### src/rtl/serial_subtractor.sv
// Bit-serial unsigned subtractor: computes a - b LSB-first, one bit per clock,
// through a three-state IDLE/RUN/DONE controller with registered outputs.
module serial_subtractor #(
  parameter int unsigned WIDTH = 8
) (
  input  logic             clk,
  input  logic             rst_n,
  input  logic             start,
  input  logic [WIDTH-1:0] a,
  input  logic [WIDTH-1:0] b,
  output logic             busy,
  output logic             done,
  output logic [WIDTH-1:0] diff,
  output logic             bout
);

  localparam int unsigned CW = ($clog2(WIDTH) < 1) ? 1 : $clog2(WIDTH);

  typedef enum logic [1:0] {IDLE, RUN, DONE} state_t;

  state_t           state_q;
  logic [WIDTH-1:0] a_q, b_q, res_q, diff_q;
  logic             br_q, bout_q, busy_q, done_q;
  logic [CW-1:0]    cnt_q;

  logic             d_bit;
  logic             br_d;
  logic [WIDTH-1:0] res_d;
  logic             last_bit;

  // Full-subtractor cell on the current LSB pair and the next result shift value
  always_comb begin
    d_bit    = a_q[0] ^ b_q[0] ^ br_q;
    br_d     = (~a_q[0] & b_q[0]) | (~(a_q[0] ^ b_q[0]) & br_q);
    res_d    = {d_bit, res_q[WIDTH-1:1]};
    last_bit = (cnt_q == CW'(WIDTH - 1));
  end

  // Controller and datapath; the counter parks at WIDTH-1 on the last bit so it never wraps
  always_ff @(posedge clk or negedge rst_n) begin
    if (!rst_n) begin
      state_q <= IDLE;
      a_q     <= '0;
      b_q     <= '0;
      res_q   <= '0;
      diff_q  <= '0;
      br_q    <= 1'b0;
      bout_q  <= 1'b0;
      busy_q  <= 1'b0;
      done_q  <= 1'b0;
      cnt_q   <= '0;
    end else begin
      case (state_q)
        IDLE: begin
          if (start) begin
            a_q     <= a;
            b_q     <= b;
            res_q   <= '0;
            br_q    <= 1'b0;
            cnt_q   <= '0;
            busy_q  <= 1'b1;
            state_q <= RUN;
          end
        end
        RUN: begin
          a_q   <= a_q >> 1;
          b_q   <= b_q >> 1;
          br_q  <= br_d;
          res_q <= res_d;
          if (last_bit) begin
            diff_q  <= res_d;
            bout_q  <= br_d;
            done_q  <= 1'b1;
            state_q <= DONE;
          end else begin
            cnt_q <= cnt_q + 1'b1;
          end
        end
        DONE: begin
          done_q  <= 1'b0;
          busy_q  <= 1'b0;
          state_q <= IDLE;
        end
        default: begin
          done_q  <= 1'b0;
          busy_q  <= 1'b0;
          state_q <= IDLE;
        end
      endcase
    end
  end

  assign busy = busy_q;
  assign done = done_q;
  assign diff = diff_q;
  assign bout = bout_q;

endmodule

### config.mk
export PLATFORM = sky130hd
export DESIGN_NAME = serial_subtractor
export DESIGN_NICKNAME = d
export VERILOG_FILES = /design/src/rtl/serial_subtractor.sv
export SDC_FILE = /design/constraint.sdc
export NUM_CORES = 1
export LEC_CHECK = 0
export CORE_AREA = 2 2 78 50
export DETAILED_ROUTE_END_ITERATION = 16
export DIE_AREA = 0 0 80 52
export GPL_TIMING_DRIVEN = 0
export PLACE_DENSITY_LB_ADDON = 0.15
export SLEW_MARGIN = 20
export SYNTH_ARGS = -nofsm -noshare
export SYNTH_HDL_FRONTEND = slang
export SYNTH_SLANG_ARGS = --single-unit
export TNS_END_PERCENT = 30
### constraint.sdc
create_clock -name clk -period 4.8 [get_ports clk]
set_clock_uncertainty 0.15 [all_clocks]
set_input_delay 0.96 -clock clk [delete_from_list [all_inputs] [get_ports clk]]
set_output_delay 0.96 -clock clk [all_outputs]
set_load 0.01 [all_outputs]
==> results of run 1 <==
[state kept, by name (all words and copies together), names as in the netlist]
register / count
a_q: 8
b_q: 8
bout: 1
br_q: 1
busy: 1
cnt_q: 3
diff: 8
done: 1
res_q: 7
state_q: 2
[per-stage QoR]
| step | total power (W) | utilization (%) | hold slack, ns | worst slack (ns) | cells |
|---|---|---|---|---|---|
| 2_1_floorplan | 0.000945 | - | 0.316 | 2.85 | 153 |
| 3_3_place_gp | 0.00112 | 64.2 | 0.332 | 1.67 | 229 |
| 3_5_place_dp | 0.00114 | 64.6 | 0.335 | 2.06 | 230 |
| 4_1_cts | 0.00138 | 67.3 | 0.358 | 2.37 | 238 |
| 5_1_grt | 0.00147 | 67.3 | 0.382 | 2.24 | 238 |
| 6_report | 0.00137 | 67.3 | 0.350 | 2.40 | 238 |
[power groups by stage]
stage / registers [W] / clock network, W / logic, W
5_1_grt: 0.000593 / 0.000252 / 0.000624
3_3_place_gp: 0.000572 / 0 / 0.000545
2_1_floorplan: 0.000574 / 0 / 0.000372
3_5_place_dp: 0.000579 / 0 / 0.000563
6_report: 0.000575 / 0.000234 / 0.000563
4_1_cts: 0.000575 / 0.000237 / 0.000565
[worst register-to-register path, delay by kind of cell (launching register included)]
kind	cells	cell delay, ns
adders and majority gates	2	0.48
DFF	1	0.42
muxes	1	0.32
buffers and inverters	1	0.19
and+or+nand+nor	1	0.14
[layout make-up]
type                    count  area [um2]
clock buffers               7        86.3
inverters                  17        63.8
repair buffers             30         305
clock inverters             1        7.51
well taps                  47        58.8
multi-input cells          83         752
fillers                   280        1140
flip-flops and latches     40        1000
plain buffers              13        73.8
[final timing paths]
check,start,endpoint,slack (ns),depth (start not counted)
max reg2reg,cnt_q[0],diff[5],3.00,5
min reg2reg,res_q[1],res_q[1],0.35,1
min,res_q[1],res_q[1],0.35,1
max in group asynchronous,rst_n,b_q[0],3.63,2
min in group asynchronous,rst_n,cnt_q[0],0.42,1
max,start,a_q[5],2.40,5
[cells by family after synthesis]
group	share of synthesized area, %
multiplexers	6.88
AND/OR/NAND/NOR	16.0
buffers and inverters	7.28
AO/OA/AOI/OAI	14.5
flip-flops	52.9
adder cells (fa/ha/maj)	2.38
[metal layers]
metal | vias up | GRT usage, %
met4 | 0 | 9.89
met2 | 40 | 29.2
met3 | 7 | 5.21
li1 | 633 | -
met1 | 669 | 31.8
met5 | - | 0
[synth_stat cells (all sizes together), types with 2 or more instances]
| cell type | instances |
|---|---|
| ha | 2 |
| a22o | 7 |
| o221a | 3 |
| nor3b | 11 |
| a211oi | 9 |
| or4b | 3 |
| nor4b | 12 |
| inv | 17 |
| nand3 | 2 |
| nand2b | 5 |
| a211o | 3 |
| clkbuf | 2 |
| a221oi | 2 |
| a21oi | 3 |
| o221ai | 2 |
| buf | 11 |
| nor4bb | 2 |
| mux2 | 8 |
| dfrtp | 40 |
==> results.tsv, run 1 <==
stage	metric	value	unit
placement	IO Port Bufs	29	
hold_path	Worst Hold Class	flip-flop to flip-flop	
clock_tree	hold buffers post-CTS	0	
setup_path	Cell Chain, Critical Path	clkdlybuf4s50_1, buf_2, clkbuf_1, nor4b_1, a211oi_1	
clock_tree	CTS H-tree depth	2	
floorplanning	# rows	17	
power_and_ir_drop	power per cell area	584	mW/mm2
clock_tree	Clock Pin Slew Worst Setup and Hold Paths	0.08	ns
setup_path	Slowest cell on crit path	clkdlybuf4s50_1	
global_route	first-pass GRT wire length	6.40	mm
detailed_routing	DRT antenna net count	0	
timing	Fin. Hold Viols	0	
synth	Distinct cells, synth	30	
clock_tree	TritonCTS buffer count	5	
power_and_ir_drop	clock share of power	17.0	%
timing	final setup vio count	0	
placement	Final HPWL DP	2.76	mm
placement	Placed Area	0.00225	mm2
clock_tree	Post-CTS Resized	0	
synth	Async SR Flop Fraction	100	%
timing	Fin Setup TNS	0	ns
synth	yosys warns	0	
global_route	Congestion Overflow GR	0	
detailed_routing	Post-Route M1 WL	1.90	mm
layout	fin area	0.00235	mm2
floorplanning	Initial Util	54.2	%
timing	Slew HR	67.0	%
floorplanning	Core Area	0.00349	mm2
clock_tree	TritonCTS clock tree	done	
synth	register area share after synthesis	52.9	%
global_route	GR Util All Layers	21.3	%
detailed_routing	met3 wire length	231	um
power_and_ir_drop	P_int	0.000907	W
power_and_ir_drop	register share of total power	41.9	%
layout	Antenna Cells	0	
synth	Seq cells post-synth	40	
setup_path	Crit Path Max Fanout	10	
power_and_ir_drop	sw frac	33.9	%
timing	fin. max-slew vios	0	
floorplanning	Die H	52	um
detailed_routing	routed wire length	3.87	mm
clock_tree	Longest Clk Path Bufs	2	
layout	share of cells above drive strength 1	16.8	%
floorplanning	Die Area	0.00416	mm2
clock_tree	post-CTS setup buffers	0	
layout	area grow syn2layout	24.2	%
setup_path	Crit path arrival time	2.42	ns
synth	Yosys top cell area share	52.9	%
global_route	initial antenna violation count	0	
timing	RSZ-0062 raised after global routing	false	
flow_run	MaxCap Viol Count	0	
setup_path	Crit path buffers/inverters	3	
detailed_routing	initial DRC count	103	
power_and_ir_drop	Net Sw Power	0.000465	W
detailed_routing	Vias	1349	
power_and_ir_drop	VDD IR-drop max	0.285	mV
status	outcome	finished clean	
detailed_routing	uppermost layer routed	met4	
global_route	largest net degree at the start of global routing	27	
clock_tree	clock sink count	40	
synth	Post-synth EDFFs	0	
synth	post-synth top area cell	dfrtp_1	
setup_path	CP max stage delay	0.48	ns
timing	f_max	0.416	GHz
clock_tree	Clock Tree Root	clkbuf_8	
synth	syn nets	175	
clock_tree	Clock Latency Late Sink	0.29	ns
floorplanning	die width	80	um
synth	Avg Cell Area, Syn	12.4	um2
timing	Period minus WS final	2.40	ns
setup_path	Crit. End Element	flip-flop	
synth	Synth area leaders	dfrtp_1, mux2_4, nor4b_1	
layout	commonest non-fill, non-tap cells in the layout	dfrtp_1, clkdlybuf4s50_1, inv_1	
placement	gpl congestion	0.760	
timing	Slew @ Worst Pin	0.495	ns
power_and_ir_drop	Comb pwr share	41.0	%
setup_path	Worst Setup Start Kind	primary input	
layout	Net count, final	212	
detailed_routing	# DRC	0	
detailed_routing	wire length per cell	16.2	um
synth	Top FF cell, synth	dfrtp_1	
setup_path	Crit Path Class	primary input to flip-flop	
detailed_routing	met2 wire len	1.67	mm
detailed_routing	Initial DRT Pass Iterations	4	
global_route	vias in the first global route	1287	
floorplanning	# IOs	30	
layout	commonest non-fill, non-tap cell in the layout	dfrtp_1	
setup_path	worst path required time	4.82	ns
detailed_routing	vias per std cell	5.67	
setup_path	Top delay family on crit path	buffers and inverters	
timing	fin crit share	50.1	%
synth	Synth Cell Area	0.00189	mm2
power_and_ir_drop	Leak	1.09	nW
synth	Syn Inst Count	153	
(Power assumes the default switching activity.)
==> inputs of run 2 (changes only) <==
--- a/config.mk
+++ b/config.mk
@@ -5,9 +5,9 @@
 export SDC_FILE = /design/constraint.sdc
 export NUM_CORES = 1
 export LEC_CHECK = 0
-export CORE_AREA = 2 2 78 50
+export CORE_AREA = 2 2 81 52
 export DETAILED_ROUTE_END_ITERATION = 16
-export DIE_AREA = 0 0 80 52
+export DIE_AREA = 0 0 83 54
 export GPL_TIMING_DRIVEN = 0
 export PLACE_DENSITY_LB_ADDON = 0.15
 export SLEW_MARGIN = 20
==> constraint.sdc (replaced) <==
create_clock -name clk -period 2.45 [get_ports clk]
set_clock_uncertainty 0.15 [all_clocks]
set_input_delay 0.49 -clock clk [delete_from_list [all_inputs] [get_ports clk]]
set_output_delay 0.49 -clock clk [all_outputs]
set_load 0.01 [all_outputs]
==> results.tsv, run 2 (synthesis gave the netlist of run 1 again) <==
stage	metric	value	unit	change
hold_path	Hold EP	done		
clock_tree	Post-CTS Resized	0		unchanged
detailed_routing	Initial DRT Pass Iterations	5		+1
clock_tree	Clock Latency Late Sink	0.29	ns	about the same
setup_path	Worst R2R End	diff[5]		
timing	f_max	0.512	GHz	
layout	Net count, final	213		+0.47%
layout	area grow syn2layout	28.4	%	
hold_path	hold depth	2		+1
floorplanning	die width	83	um	+3.8%
layout	Non-Filler Instances	242		+1.7%
setup_path	Crit Path Class	primary input to flip-flop		
global_route	vias in the first global route	1423		+11%
detailed_routing	Vias	1383		+2.5%
clock_tree	clock sink count	40		unchanged
layout	commonest non-fill, non-tap cells in the layout	dfrtp_1, clkdlybuf4s50_1, inv_1		
setup_path	Crit. End Element	flip-flop		
detailed_routing	wire length per cell	16.9	um	+4.1%
clock_tree	Clock Tree Root	clkbuf_8		
timing	fin worst setup slack	0.498	ns	-1.90 ns
timing	fin crit share	79.7	%	
timing	Fin. Hold Viols	0		unchanged
global_route	GR Util All Layers	20.0	%	-1.3 points
power_and_ir_drop	power per cell area	1240	mW/mm2	+110%
placement	gpl congestion	0.772		+1.6%
detailed_routing	DRT antenna net count	0		unchanged
setup_path	r2r worst-path depth	5		unchanged
clock_tree	CTS H-tree depth	2		unchanged
timing	Slew @ Worst Pin	0.536	ns	+0.0417 ns
setup_path	Crit Path Max Fanout	10		unchanged
layout	Core Util, Final	63.0	%	-4.3 points
floorplanning	Die Area	0.00448	mm2	+7.7%
detailed_routing	# DRC	0		unchanged
layout	Antenna Cells	0		unchanged
flow_run	MaxCap Viol Count	0		unchanged
placement	pre-CTS WS	0.206	ns	-1.85 ns
layout	# fillers	300		+7.1%
setup_path	Cell Chain, Critical Path	clkdlybuf4s50_1, buf_2, clkbuf_1, nor4b_1, a211oi_1		
layout	share of cells above drive strength 1	17.2	%	+0.43 points
placement	Placed Instances	233		+1.3%
placement	IO Port Bufs	29		unchanged
clock_tree	TritonCTS clock tree	done		
global_route	largest net degree at the start of global routing	29		+7.4%
setup_path	Slowest cell on crit path	clkdlybuf4s50_1		
setup_path	RR Startpoint	cnt_q[0]		
timing	final setup vio count	0		unchanged
power_and_ir_drop	VDD IR-drop max	0.751	mV	+160%
timing	fin. max-slew vios	0		unchanged
setup_path	Crit path arrival time	1.97	ns	-0.45 ns
clock_tree	Clock Pin Slew Worst Setup and Hold Paths	0.08	ns	about the same
timing	RSZ-0062 raised after global routing	false		
setup_path	R2R Setup Slk	0.64	ns	-2.36 ns
clock_tree	TritonCTS buffer count	5		unchanged
timing	Slew HR	64.2	%	-2.8 points
power_and_ir_drop	Tot Pwr	0.00301	W	+120%
global_route	initial antenna violation count	0		unchanged
floorplanning	Initial Util	49.1	%	-5.1 points
setup_path	worst path required time	2.47	ns	-2.35 ns
floorplanning	Die H	54	um	+3.8%
layout	commonest non-fill, non-tap cell in the layout	dfrtp_1		
detailed_routing	initial DRC count	157		+52%
setup_path	Worst Setup Start Kind	primary input		
global_route	Congestion Overflow GR	0		unchanged
floorplanning	# rows	18		+1
placement	Final HPWL DP	2.94	mm	+6.2%
floorplanning	# IOs	30		unchanged
status	outcome	finished clean		
setup_path	CP max stage delay	0.48	ns	about the same
hold_path	hold_sp	done		
hold_path	Worst Hold Class	flip-flop to flip-flop		
clock_tree	Longest Clk Path Bufs	2		unchanged
detailed_routing	routed wire length	4.09	mm	+5.8%
clock_tree	post-CTS setup buffers	0		unchanged
power_and_ir_drop	Leak	1.13	nW	+3.5%
timing	Period minus WS final	1.95	ns	
floorplanning	Core Area	0.00385	mm2	+10%
detailed_routing	vias per std cell	5.71		+0.83%
global_route	first-pass GRT wire length	6.93	mm	+8.3%
==> run 2: cell types whose count changed in the layout (fill, tap and decap cells not counted) <==
cell and change:
clkinvlp_4 -1, clkbuf_1 -1, clkbuf_8 -1, dlygate4sd3_1 +1, bufinv_16 +3
==> run 2: final cells by class <==
| cell class | count | area (um2) | share of cell area (%) |
|---|---|---|---|
| Inverter | 17 | 63.8 | 2.63 |
| Clock buffer | 5 | 68.8 | 2.84 |
| Clock inverter | 3 | 90.1 | 3.71 |
| Buffer | 13 | 73.8 | 3.04 |
| Timing Repair Buffer | 31 | 315 | 13.0 |
| Tap cell | 50 | 62.6 | 2.58 |
| Multi-Input combinational cell | 83 | 752 | 31.0 |
| Sequential cell | 40 | 1000 | 41.2 |
==> run 2: worst max-delay path by stage <==
stage,end,depth (start not counted),from
2_1_floorplan,diff[0],5,cnt_q[0]
3_3_place_gp,a_q[2],1,rst_n
3_5_place_dp,b_q[0],5,start
4_1_cts,a_q[3],5,start
5_1_grt,b_q[0],5,start
6_report,b_q[0],5,start
==> run 2: timing repair <==
item	CTS	global route
hold buffers	1	0
endpoints found under the hold margin	12	0
setup endpoints to repair	0	0
==> run 2: metal layers <==
metal / part of all wire (%) / track usage [%] / up-vias
li1: - / - / 639
met3: 5.3 / 5.06 / 2
met1: 48 / 28.0 / 703
met4: 0.24 / 4.10 / 0
met2: 46 / 32.3 / 39
met5: 0 / 0 / -
==> run 2: report_power, final <==
group          leakage (nW)  switching (W)  internal, W
logic                 0.559       0.000524     0.000609
registers             0.489       0.000183     0.000946
clock network        0.0784       0.000238     0.000510
total                  1.13       0.000946      0.00206
==> run 2: through the flow <==
stage          TNS, ns  cell area, um2  hold slack (ns)
6_report             0            2430            0.350
5_1_grt              0            2430            0.387
4_1_cts              0            2430            0.356
3_5_place_dp         0            2260            0.256
3_3_place_gp     -6.15            2240            0.331
2_1_floorplan        0            1890           0.0444
==> run 2: critical path, delay by kind of cell <==
kind,cells,cell delay (ns)
compound gates,1,0.09
buf+inv,3,1.07
simple gates,1,0.32
